File: src/rtl/nasti_dma_scheduler_if.sv
// Command, response and mover-facing bundle of the DMA scheduler.
// The scheduler connects through the slave modport; requesters and the
// data mover (or a bench standing in for them) connect through master.
//
// Handshake rule for req_* and rsp_*: a transfer happens on a rising clock
// edge where valid and ready are both 1 for the same requester bit. Once
// valid is raised, payload is held stable until that edge. The scheduler
// drives req_ready one-hot or zero and rsp_valid one-hot or zero.
interface nasti_dma_scheduler_if #(
    parameter int NREQ       = 4,
    parameter int ADDR_WIDTH = 64
);
    localparam int IDW = (NREQ > 1) ? $clog2(NREQ) : 1;

    // command side
    logic [NREQ-1:0]            req_valid;
    logic [NREQ-1:0]            req_ready;
    logic [NREQ*ADDR_WIDTH-1:0] req_src_addr;
    logic [NREQ*ADDR_WIDTH-1:0] req_dest_addr;
    logic [NREQ*ADDR_WIDTH-1:0] req_length;

    // completion side
    logic [NREQ-1:0]            rsp_valid;
    logic [NREQ-1:0]            rsp_ready;
    logic                       rsp_err;

    // data mover side
    logic [ADDR_WIDTH-1:0]      mv_src_addr;
    logic [ADDR_WIDTH-1:0]      mv_dest_addr;
    logic [ADDR_WIDTH-1:0]      mv_length;
    logic                       mv_en;
    logic                       mv_done;

    // status and debug
    logic                       busy;
    logic [IDW-1:0]             cur_id;
    logic [31:0]                xfer_count;
    logic [1:0]                 dbg_state;

    modport slave (
        input  req_valid, req_src_addr, req_dest_addr, req_length,
        output req_ready,
        output rsp_valid, rsp_err,
        input  rsp_ready,
        output mv_src_addr, mv_dest_addr, mv_length, mv_en,
        input  mv_done,
        output busy, cur_id, xfer_count, dbg_state
    );

    modport master (
        output req_valid, req_src_addr, req_dest_addr, req_length,
        input  req_ready,
        input  rsp_valid, rsp_err,
        output rsp_ready,
        input  mv_src_addr, mv_dest_addr, mv_length, mv_en,
        output mv_done,
        input  busy, cur_id, xfer_count, dbg_state
    );
endinterface

File: src/rtl/nasti_dma_scheduler.sv
// Round-robin scheduler that shares one data mover between NREQ command
// sources. Commands are checked for beat alignment and non-zero length;
// legal ones are started on the mover one at a time, illegal ones are
// answered immediately with an error response. BEAT_BYTES must be >= 2.
module nasti_dma_scheduler #(
    parameter int NREQ       = 4,
    parameter int ADDR_WIDTH = 64,
    parameter int BEAT_BYTES = 8
) (
    input logic                  aclk,
    input logic                  aresetn,
    nasti_dma_scheduler_if.slave bus
);
    localparam int SHIFT = $clog2(BEAT_BYTES);
    localparam int IDW   = (NREQ > 1) ? $clog2(NREQ) : 1;

    typedef enum logic [1:0] {
        S_IDLE  = 2'd0,
        S_START = 2'd1,
        S_BUSY  = 2'd2,
        S_RESP  = 2'd3
    } state_e;

    state_e                state_q, state_d;
    logic [IDW-1:0]        rr_ptr_q, rr_ptr_d;
    logic [IDW-1:0]        cur_id_q, cur_id_d;
    logic [ADDR_WIDTH-1:0] src_q, src_d;
    logic [ADDR_WIDTH-1:0] dest_q, dest_d;
    logic [ADDR_WIDTH-1:0] len_q, len_d;
    logic                  err_q, err_d;
    logic                  arm_q, arm_d;
    logic [31:0]           xfer_count_q, xfer_count_d;

    logic                  grant_found;
    logic [IDW-1:0]        grant_id;
    logic [IDW-1:0]        cand;
    logic [ADDR_WIDTH-1:0] cmd_src, cmd_dest, cmd_len;
    logic                  cmd_illegal;
    logic [NREQ-1:0]       req_ready_c;
    logic [NREQ-1:0]       rsp_valid_c;
    logic                  mv_en_c;

    // Round-robin search: first valid requester at or above rr_ptr, wrapping.
    always_comb begin
        grant_found = 1'b0;
        grant_id    = '0;
        cand        = '0;
        for (int i = 0; i < NREQ; i++) begin
            cand = IDW'((int'(rr_ptr_q) + i) % NREQ);
            if (!grant_found && bus.req_valid[cand]) begin
                grant_found = 1'b1;
                grant_id    = cand;
            end
        end
    end

    // Select the granted requester's command and judge its legality.
    always_comb begin
        cmd_src  = '0;
        cmd_dest = '0;
        cmd_len  = '0;
        for (int i = 0; i < NREQ; i++) begin
            if (IDW'(i) == grant_id) begin
                cmd_src  = bus.req_src_addr[i*ADDR_WIDTH +: ADDR_WIDTH];
                cmd_dest = bus.req_dest_addr[i*ADDR_WIDTH +: ADDR_WIDTH];
                cmd_len  = bus.req_length[i*ADDR_WIDTH +: ADDR_WIDTH];
            end
        end
        cmd_illegal = (cmd_len == '0)
                   || (cmd_len[SHIFT-1:0]  != '0)
                   || (cmd_src[SHIFT-1:0]  != '0)
                   || (cmd_dest[SHIFT-1:0] != '0);
    end

    // Next-state logic and handshake outputs of the scheduling FSM.
    always_comb begin
        state_d      = state_q;
        rr_ptr_d     = rr_ptr_q;
        cur_id_d     = cur_id_q;
        src_d        = src_q;
        dest_d       = dest_q;
        len_d        = len_q;
        err_d        = err_q;
        arm_d        = arm_q;
        xfer_count_d = xfer_count_q;
        req_ready_c  = '0;
        rsp_valid_c  = '0;
        mv_en_c      = 1'b0;

        case (state_q)
            S_IDLE: begin
                // Ready is offered only to the granted port, so the grant
                // itself is the handshake.
                if (grant_found) begin
                    req_ready_c[grant_id] = 1'b1;
                    src_d    = cmd_src;
                    dest_d   = cmd_dest;
                    len_d    = cmd_len;
                    cur_id_d = grant_id;
                    rr_ptr_d = (grant_id == IDW'(NREQ - 1)) ? '0 : grant_id + 1'b1;
                    err_d    = cmd_illegal;
                    state_d  = cmd_illegal ? S_RESP : S_START;
                end
            end
            S_START: begin
                mv_en_c = 1'b1;
                arm_d   = 1'b1;
                state_d = S_BUSY;
            end
            S_BUSY: begin
                // The mover still shows done in the cycle it takes en, so
                // the first BUSY cycle only arms the done detector.
                arm_d = 1'b0;
                if (!arm_q && bus.mv_done) begin
                    err_d        = 1'b0;
                    xfer_count_d = xfer_count_q + 32'd1;
                    state_d      = S_RESP;
                end
            end
            S_RESP: begin
                rsp_valid_c[cur_id_q] = 1'b1;
                if (bus.rsp_ready[cur_id_q]) begin
                    state_d = S_IDLE;
                end
            end
            default: state_d = S_IDLE;
        endcase
    end

    // State and datapath registers.
    always_ff @(posedge aclk or negedge aresetn) begin
        if (!aresetn) begin
            state_q      <= S_IDLE;
            rr_ptr_q     <= '0;
            cur_id_q     <= '0;
            src_q        <= '0;
            dest_q       <= '0;
            len_q        <= '0;
            err_q        <= 1'b0;
            arm_q        <= 1'b0;
            xfer_count_q <= '0;
        end else begin
            state_q      <= state_d;
            rr_ptr_q     <= rr_ptr_d;
            cur_id_q     <= cur_id_d;
            src_q        <= src_d;
            dest_q       <= dest_d;
            len_q        <= len_d;
            err_q        <= err_d;
            arm_q        <= arm_d;
            xfer_count_q <= xfer_count_d;
        end
    end

    assign bus.req_ready    = req_ready_c;
    assign bus.rsp_valid    = rsp_valid_c;
    assign bus.rsp_err      = (state_q == S_RESP) && err_q;
    assign bus.mv_src_addr  = src_q;
    assign bus.mv_dest_addr = dest_q;
    assign bus.mv_length    = len_q;
    assign bus.mv_en        = mv_en_c;
    assign bus.busy         = (state_q != S_IDLE);
    assign bus.cur_id       = cur_id_q;
    assign bus.xfer_count   = xfer_count_q;
    assign bus.dbg_state    = state_q;
endmodule
File: src/flat_wrapper.sv
// flat-port wrapper written by rule: the top's interface ports become plain ports
module nasti_dma_scheduler_flat 
#(
    parameter int NREQ       = 4,
    parameter int ADDR_WIDTH = 64,
    parameter int BEAT_BYTES = 8
)
  (aclk, aresetn, bus_req_valid, bus_req_src_addr, bus_req_dest_addr, bus_req_length, bus_req_ready, bus_rsp_valid, bus_rsp_err, bus_rsp_ready, bus_mv_src_addr, bus_mv_dest_addr, bus_mv_length, bus_mv_en, bus_mv_done, bus_busy, bus_cur_id, bus_xfer_count, bus_dbg_state);
  nasti_dma_scheduler_if #(.NREQ(NREQ), .ADDR_WIDTH(ADDR_WIDTH)) bus_i ();
  input logic aclk;
  input logic aresetn;
  input wire logic [$bits(bus_i.req_valid)-1:0] bus_req_valid;
  input wire logic [$bits(bus_i.req_src_addr)-1:0] bus_req_src_addr;
  input wire logic [$bits(bus_i.req_dest_addr)-1:0] bus_req_dest_addr;
  input wire logic [$bits(bus_i.req_length)-1:0] bus_req_length;
  output wire logic [$bits(bus_i.req_ready)-1:0] bus_req_ready;
  output wire logic [$bits(bus_i.rsp_valid)-1:0] bus_rsp_valid;
  output wire logic [$bits(bus_i.rsp_err)-1:0] bus_rsp_err;
  input wire logic [$bits(bus_i.rsp_ready)-1:0] bus_rsp_ready;
  output wire logic [$bits(bus_i.mv_src_addr)-1:0] bus_mv_src_addr;
  output wire logic [$bits(bus_i.mv_dest_addr)-1:0] bus_mv_dest_addr;
  output wire logic [$bits(bus_i.mv_length)-1:0] bus_mv_length;
  output wire logic [$bits(bus_i.mv_en)-1:0] bus_mv_en;
  input wire logic [$bits(bus_i.mv_done)-1:0] bus_mv_done;
  output wire logic [$bits(bus_i.busy)-1:0] bus_busy;
  output wire logic [$bits(bus_i.cur_id)-1:0] bus_cur_id;
  output wire logic [$bits(bus_i.xfer_count)-1:0] bus_xfer_count;
  output wire logic [$bits(bus_i.dbg_state)-1:0] bus_dbg_state;
  assign bus_i.req_valid = bus_req_valid;
  assign bus_i.req_src_addr = bus_req_src_addr;
  assign bus_i.req_dest_addr = bus_req_dest_addr;
  assign bus_i.req_length = bus_req_length;
  assign bus_req_ready = bus_i.req_ready;
  assign bus_rsp_valid = bus_i.rsp_valid;
  assign bus_rsp_err = bus_i.rsp_err;
  assign bus_i.rsp_ready = bus_rsp_ready;
  assign bus_mv_src_addr = bus_i.mv_src_addr;
  assign bus_mv_dest_addr = bus_i.mv_dest_addr;
  assign bus_mv_length = bus_i.mv_length;
  assign bus_mv_en = bus_i.mv_en;
  assign bus_i.mv_done = bus_mv_done;
  assign bus_busy = bus_i.busy;
  assign bus_cur_id = bus_i.cur_id;
  assign bus_xfer_count = bus_i.xfer_count;
  assign bus_dbg_state = bus_i.dbg_state;
  nasti_dma_scheduler #(.NREQ(NREQ), .ADDR_WIDTH(ADDR_WIDTH), .BEAT_BYTES(BEAT_BYTES)) u_core (.aclk(aclk), .aresetn(aresetn), .bus(bus_i));
endmodule
File: config.mk
export PLATFORM = sky130hd
export DESIGN_NAME = nasti_dma_scheduler_flat
export DESIGN_NICKNAME = d
export VERILOG_FILES = /design/src/rtl/nasti_dma_scheduler_if.sv /design/src/rtl/nasti_dma_scheduler.sv /design/src/flat_wrapper.sv
export SDC_FILE = /design/constraint.sdc
export NUM_CORES = 1
export LEC_CHECK = 0
export BUFFER_PORTS_ARGS = -buffer_cell sky130_fd_sc_hd__buf_2
export CORE_AREA = 4 4 389 391
export CTS_CLUSTER_DIAMETER = 40
export CTS_CLUSTER_SIZE = 28
export DETAILED_ROUTE_END_ITERATION = 7
export DIE_AREA = 0 0 393 395
export HOLD_SLACK_MARGIN = 0.15
export SYNTH_ARGS = -nofsm -noshare
export SYNTH_HDL_FRONTEND = slang
export SYNTH_SLANG_ARGS = --single-unit
File: constraint.sdc
create_clock -name aclk -period 4.2 [get_ports aclk]
set_clock_uncertainty 0.05 [all_clocks]
set_input_delay 0.21 -clock aclk [delete_from_list [all_inputs] [get_ports aclk]]
set_output_delay 0.21 -clock aclk [all_outputs]
set_load 0.02 [all_outputs]
Yosys cells after proc, flatten, opt, wreduce, memory -nomap -nowiden

Cells that the tools add are included.

Muxes and demuxes: 48
Multiply operators: 0
Shift operators: 0
Divide/modulo/power cells: 0
Reduce and logical (&&, ||, !) cells: 27
Bitwise operators: 0
$add $sub $neg: 5
Order comparisons: 8
Equal/unequal tests: 10

Operators with widths:

| kind                  | count |
|---|---|
| $mux 64               | 12 |
| $logic_not 64->1      | 1 |
| $add 32x1->32 const B | 1 |
| $lt 2x3->1 const B    | 6 |
| $mux 2                | 9 |
| $mux 1                | 14 |
| $mux 4                | 3 |
| $bmux 1 s2            | 5 |
| $reduce_bool 3->1     | 3 |
| $pmux 2 s4            | 1 |
| $logic_and 1x1->1     | 7 |
| $eq 2x2->1 const B    | 3 |
| $ne 2x1->1 const B    | 3 |
| $reduce_and 3->1      | 2 |
| $reduce_bool 2->1     | 3 |
| $add 2x1->2 const B   | 2 |
| $add 2x2->2 const B   | 2 |
| $demux 1 s2           | 2 |
| $eq 2x2->1 const A    | 2 |
| $ge 2x1->1 const B    | 2 |
| $logic_not 1->1       | 4 |
| $logic_not 2->1       | 2 |
| $pmux 1 s2            | 2 |
| $reduce_and 2->1      | 2 |
| 3 further kinds       | 5 |

Memory bits (writable): 0
Memories: 0
Memory bits (read-only): 0
Register bits after elaboration: 232
Latch bits: 0
Word-level logic and storage cells: 107
Input port bits: 779
Output and inout bits: 239

Logic depth before layout (Yosys ltp)

Depth in word-level cells: 24
Depth in mapped cells: 20
Gate-level depth less buffers: 16

Worst setup path after synthesis

Ideal clock, no wire load.

Path kind: register -> register
From: register u_core.rr_ptr_q[0]
To: register u_core.err_q
Data required time: 4.049 ns
Arrival: 3.245 ns
Stages on the path, launching flop included: 18
Period minus slack after synthesis: 3.395 ns
Path buffers: 2
Library setup time: 0.101 ns
Path slack: 0.805 ns
Cell sequence: dfrtp_1 -> nor2_1 -> a21oi_1 -> nor2_1 -> a221o_1 -> nor2_1 -> inv_1 -> ha_1 -> or2_1 -> buf_2 -> buf_6 -> a221o_1 -> a22oi_1 -> nand4_1 -> or4_4 -> nor4_4 -> nor2_1 -> o311ai_2

Word-level cells in the longest chain between the ends: 23
Elaborated cells on any way between the ends: 52
Those cells by class: 3 x add/sub; 4 x eq/ne; 30 x mux; 15 x reduce/logical

Ends and longest elaborated chain:

| what                                                                 | line                                                 | text |
|---|---|---|
| start: declaration                                                   | nasti_dma_scheduler.sv:25                            | `logic [IDW-1:0] rr_ptr_q, rr_ptr_d;` |
| start signal: assignment                                             | nasti_dma_scheduler.sv:144                           | `rr_ptr_q <= rr_ptr_d;` |
| parallel branches: the longest is 11 deep, another holds $add 2x1->2 | --                                                   |  |
| $mux 2 *                                                             | nasti_dma_scheduler.sv:50                            | `if (!grant_found && bus.req_valid[cand]) begin` |
| via u_core.grant_id[0]                                               | nasti_dma_scheduler.sv:35                            | `logic [IDW-1:0] grant_id;` |
| $logic_not 2->1                                                      | nasti_dma_scheduler.sv:63                            | `if (IDW'(i) == grant_id) begin` |
| $mux 64 (4 in a row)                                                 | nasti_dma_scheduler.sv:63                            |  |
| $logic_not 64->1 / $reduce_bool 3->1 (equally long branches)         | nasti_dma_scheduler.sv:69, nasti_dma_scheduler.sv:70 |  |
| $logic_or 1x1->1                                                     | nasti_dma_scheduler.sv:70                            | `\|\| (cmd_len[SHIFT-1:0] != '0)` |
| $logic_or 1x1->1                                                     | nasti_dma_scheduler.sv:71                            | `\|\| (cmd_src[SHIFT-1:0] != '0)` |
| $logic_or 1x1->1 *                                                   | nasti_dma_scheduler.sv:72                            | `\|\| (cmd_dest[SHIFT-1:0] != '0);` |
| $mux 1 *                                                             | nasti_dma_scheduler.sv:94                            | `if (grant_found) begin` |
| $pmux 1 s2 *                                                         | nasti_dma_scheduler.sv:90                            | `case (state_q)` |
| end signal: assignment                                               | nasti_dma_scheduler.sv:149                           | `err_q <= err_d;` |
| end: declaration                                                     | nasti_dma_scheduler.sv:30                            | `logic err_q, err_d;` |

Mark *: on every way through the listed nets, which the timed path passes. The select of a mux whose other input is x is not followed.
A chain may end at the register's enable or synchronous reset.

Worst setup path after layout

Same ends and word-level chain as after synthesis.

==> out/qor.yml <==
powerDensity_nw_per_um2: 761
overflow: 0
regToRegSetupSlack_ps: 230
numCtsBuffers: 59
first_global_vias: 21000
top_layer: "met5"
die_w_um: 393
drt-total-wl_mm: 119
timing.final.crit_share_pct: 94.5
clk_latency_ps: 630
timing.final.ws_setup_ps: 232
final_cell_area_sq_um: 29000
clk_pin_slew_worst_paths_ps: 50
synthesis.nets: 2568
floorplan.initialDensity_pct: 9.55
htree_levels: 2
nets: 4083
synth_seq_area_share_pct: 41.2
finalCriticalPeriod_ps: 3970
dp_slack_ps: 97.3
layout_commonest_cell: "buf_2"
end_kind: "register"
drc_errors: 0
start_kind: "register"
dp_hpwl_mm: 97.3
grtUsageTotal_pct: 14.5
num_rows: 141
wl_per_cell_um: 22.5
portBuffers: 1017
required_ps: 4660
dieHeight_um: 395
arrival_ps: 4430
p_total_mw: 22.0
slew_headroom_pct: 37.4
numPlacedInstances: 4746
ys_async_sr_fraction_pct: 100
io_pins: 1018
drtIter0Drc: 1578
crit_chain: "buf_4, o22ai_1, a221o_1, nor2_1, buf_4, ha_4, buf_4, nand2b_2, buf_6, o22ai_1, dlygate4sd3_1, buf_4, o22ai_1, nor4_1, nand4_1, nor4_4, buf_4, nor2_1, o311ai_2"
antenna_found_initial: 48
peakVddDrop_uv: 356
outcome: "complete, no violations"
vias: 21200
p_leak_nw: 13.7
hold_violations: 0
die_area_sq_um: 155000
ys_types: 54
setup_violations: 0
syn_avg_cell_area_sq_um: 7.91
grt_pass1_wl_mm: 160
critPathSlowestCell: "dlygate4sd3_1"
ys_seq_elements: 232
crit_top_cell: "buf_4"
layout_common_cells: "buf_2 (1016), dlygate4sd3_1 (418), nor2_1 (265)"
syn_area_sq_um: 14100
worst_slew_pin_slew_ps: 939
grt_max_degree: 123
drtPass1Iterations: 6
post_cts_buffers: 0
antenna_left: 0
clock_sinks: 232
netlist_instances: 1780
synth-edff-count: 0
fin_cells: 5300
drv_slew: 0
fin_util_pct: 19.7
dpl_cell_area_sq_um: 22600
wl_met2_mm: 55.4
syn_to_final_growth_pct: 106
cts_buffer_depth: 3
drive_above_1_share_pct: 40.5
wl_met3_mm: 12.5
whs_ps: 179
slowest_delay_ps: 580
gp_congestion: 1.03
worst-setup-path-type: "reg2reg"
yosys_most_used_dff: "dfrtp_1"
coreArea_sq_um: 147000
cts_root_buf: "clkbuf_16"
cp_max_fo: 14
tns_ps: 0
hold_path.class: "in2async"
cts_tree: "built"
cap_violations: 0
drt-met1-wl_mm: 44.7
avgViaCountPerCell: 4.00
max_freq_mhz: 252
yosys_warnings: 0
## cells by family (layout without fill, tap and decap cells)
kind of cell	count (synthesis)	after routing	synth area share, %
xor gates and xnor gates	31	31	1.93
and+or+nand+nor	585	585	17.4
buffers and inverters	182	1746	5.31
muxes	3	3	0.311
adders and majority gates	9	9	0.800
other	0	26	0
AOI/OAI and AO/OA	738	738	33.1
DFF	232	232	41.2
## cell usage after synthesis (22+ instances only)
cell type	number	share of area (%)
a221o_1	22	1.6
dfrtp_1	232	41
xnor2_1	23	1.4
nand2_1	219	5.8
nand3_1	27	0.96
o31ai_1	41	2.2
a21oi_1	263	9.3
o22ai_1	60	2.7
nor2_1	267	7.1
a221oi_1	30	1.9
a22oi_1	138	7.4
clkbuf_1	136	3.6
o21ai_0	143	5.1
## power by group
| part | leakage, nW | internal, mW | total, mW | switching (mW) |
|---|---|---|---|---|
| Combinational | 9.70 | 5.98 | 13.7 | 7.75 |
| Clock | 0.978 | 3.00 | 4.64 | 1.64 |
| Sequential | 3.00 | 3.06 | 3.68 | 0.615 |
## flip-flops by register name (all words and copies together) (netlist names)
register	count
u_core.bus.mv_length	64
u_core.rr_ptr_q	2
u_core.err_q	1
u_core.bus.mv_dest_addr	64
u_core.arm_q	1
u_core.bus.xfer_count	32
u_core.bus.cur_id	2
u_core.bus.mv_src_addr	64
u_core.bus.dbg_state	2
## what timing repair did
item,4_1_cts,5_1_grt
endpoints found under the setup margin,0,57
hold endpoints to repair,296,0
hold buffers,418,0
gates resized for setup,0,28
## critical path, delay by kind of cell, from the launching register on
| kind | cells | cell delay (ps) |
|---|---|---|
| flip-flops | 1 | 380 |
| AND/OR/NAND/NOR | 6 | 930 |
| AO/OA/AOI/OAI | 5 | 800 |
| buffers and inverters | 7 | 1510 |
| adder cells (fa/ha/maj) | 1 | 170 |
## area by class of cell
cell class                 instances  area (sq um)
sequential                       232          5810
multi-input combinational       1366          7680
tap                             1930          2410
antenna                           26          65.1
fill                           16500        118000
clock buffer                      72          1630
timing repair buffer            1620         10900
clock inverter                    38           393
inverter                          16          60.1
## path summary, 6_finish.rpt
kind | from | endpoint | cells past startpoint
min in group aclk | bus_req_length[25] | u_core.bus.mv_length[25] | 4
max in group asynchronous | aresetn | u_core.bus.mv_dest_addr[40] | 3
worst min register to register | u_core.bus.mv_dest_addr[39] | u_core.bus.mv_dest_addr[39] | 2
worst min-delay path | aresetn | u_core.bus.mv_dest_addr[62] | 2
worst max register to register | u_core.rr_ptr_q[0] | u_core.err_q | 19
worst max-delay path | u_core.rr_ptr_q[0] | u_core.err_q | 19
## metal layers
metal / vias up / global-route usage [%]
met5: - / 0
met2: 1295 / 23.6
li1: 9598 / -
met4: 6 / 7.46
met3: 282 / 4.65
met1: 10000 / 16.9
(Power assumes the default switching activity.)
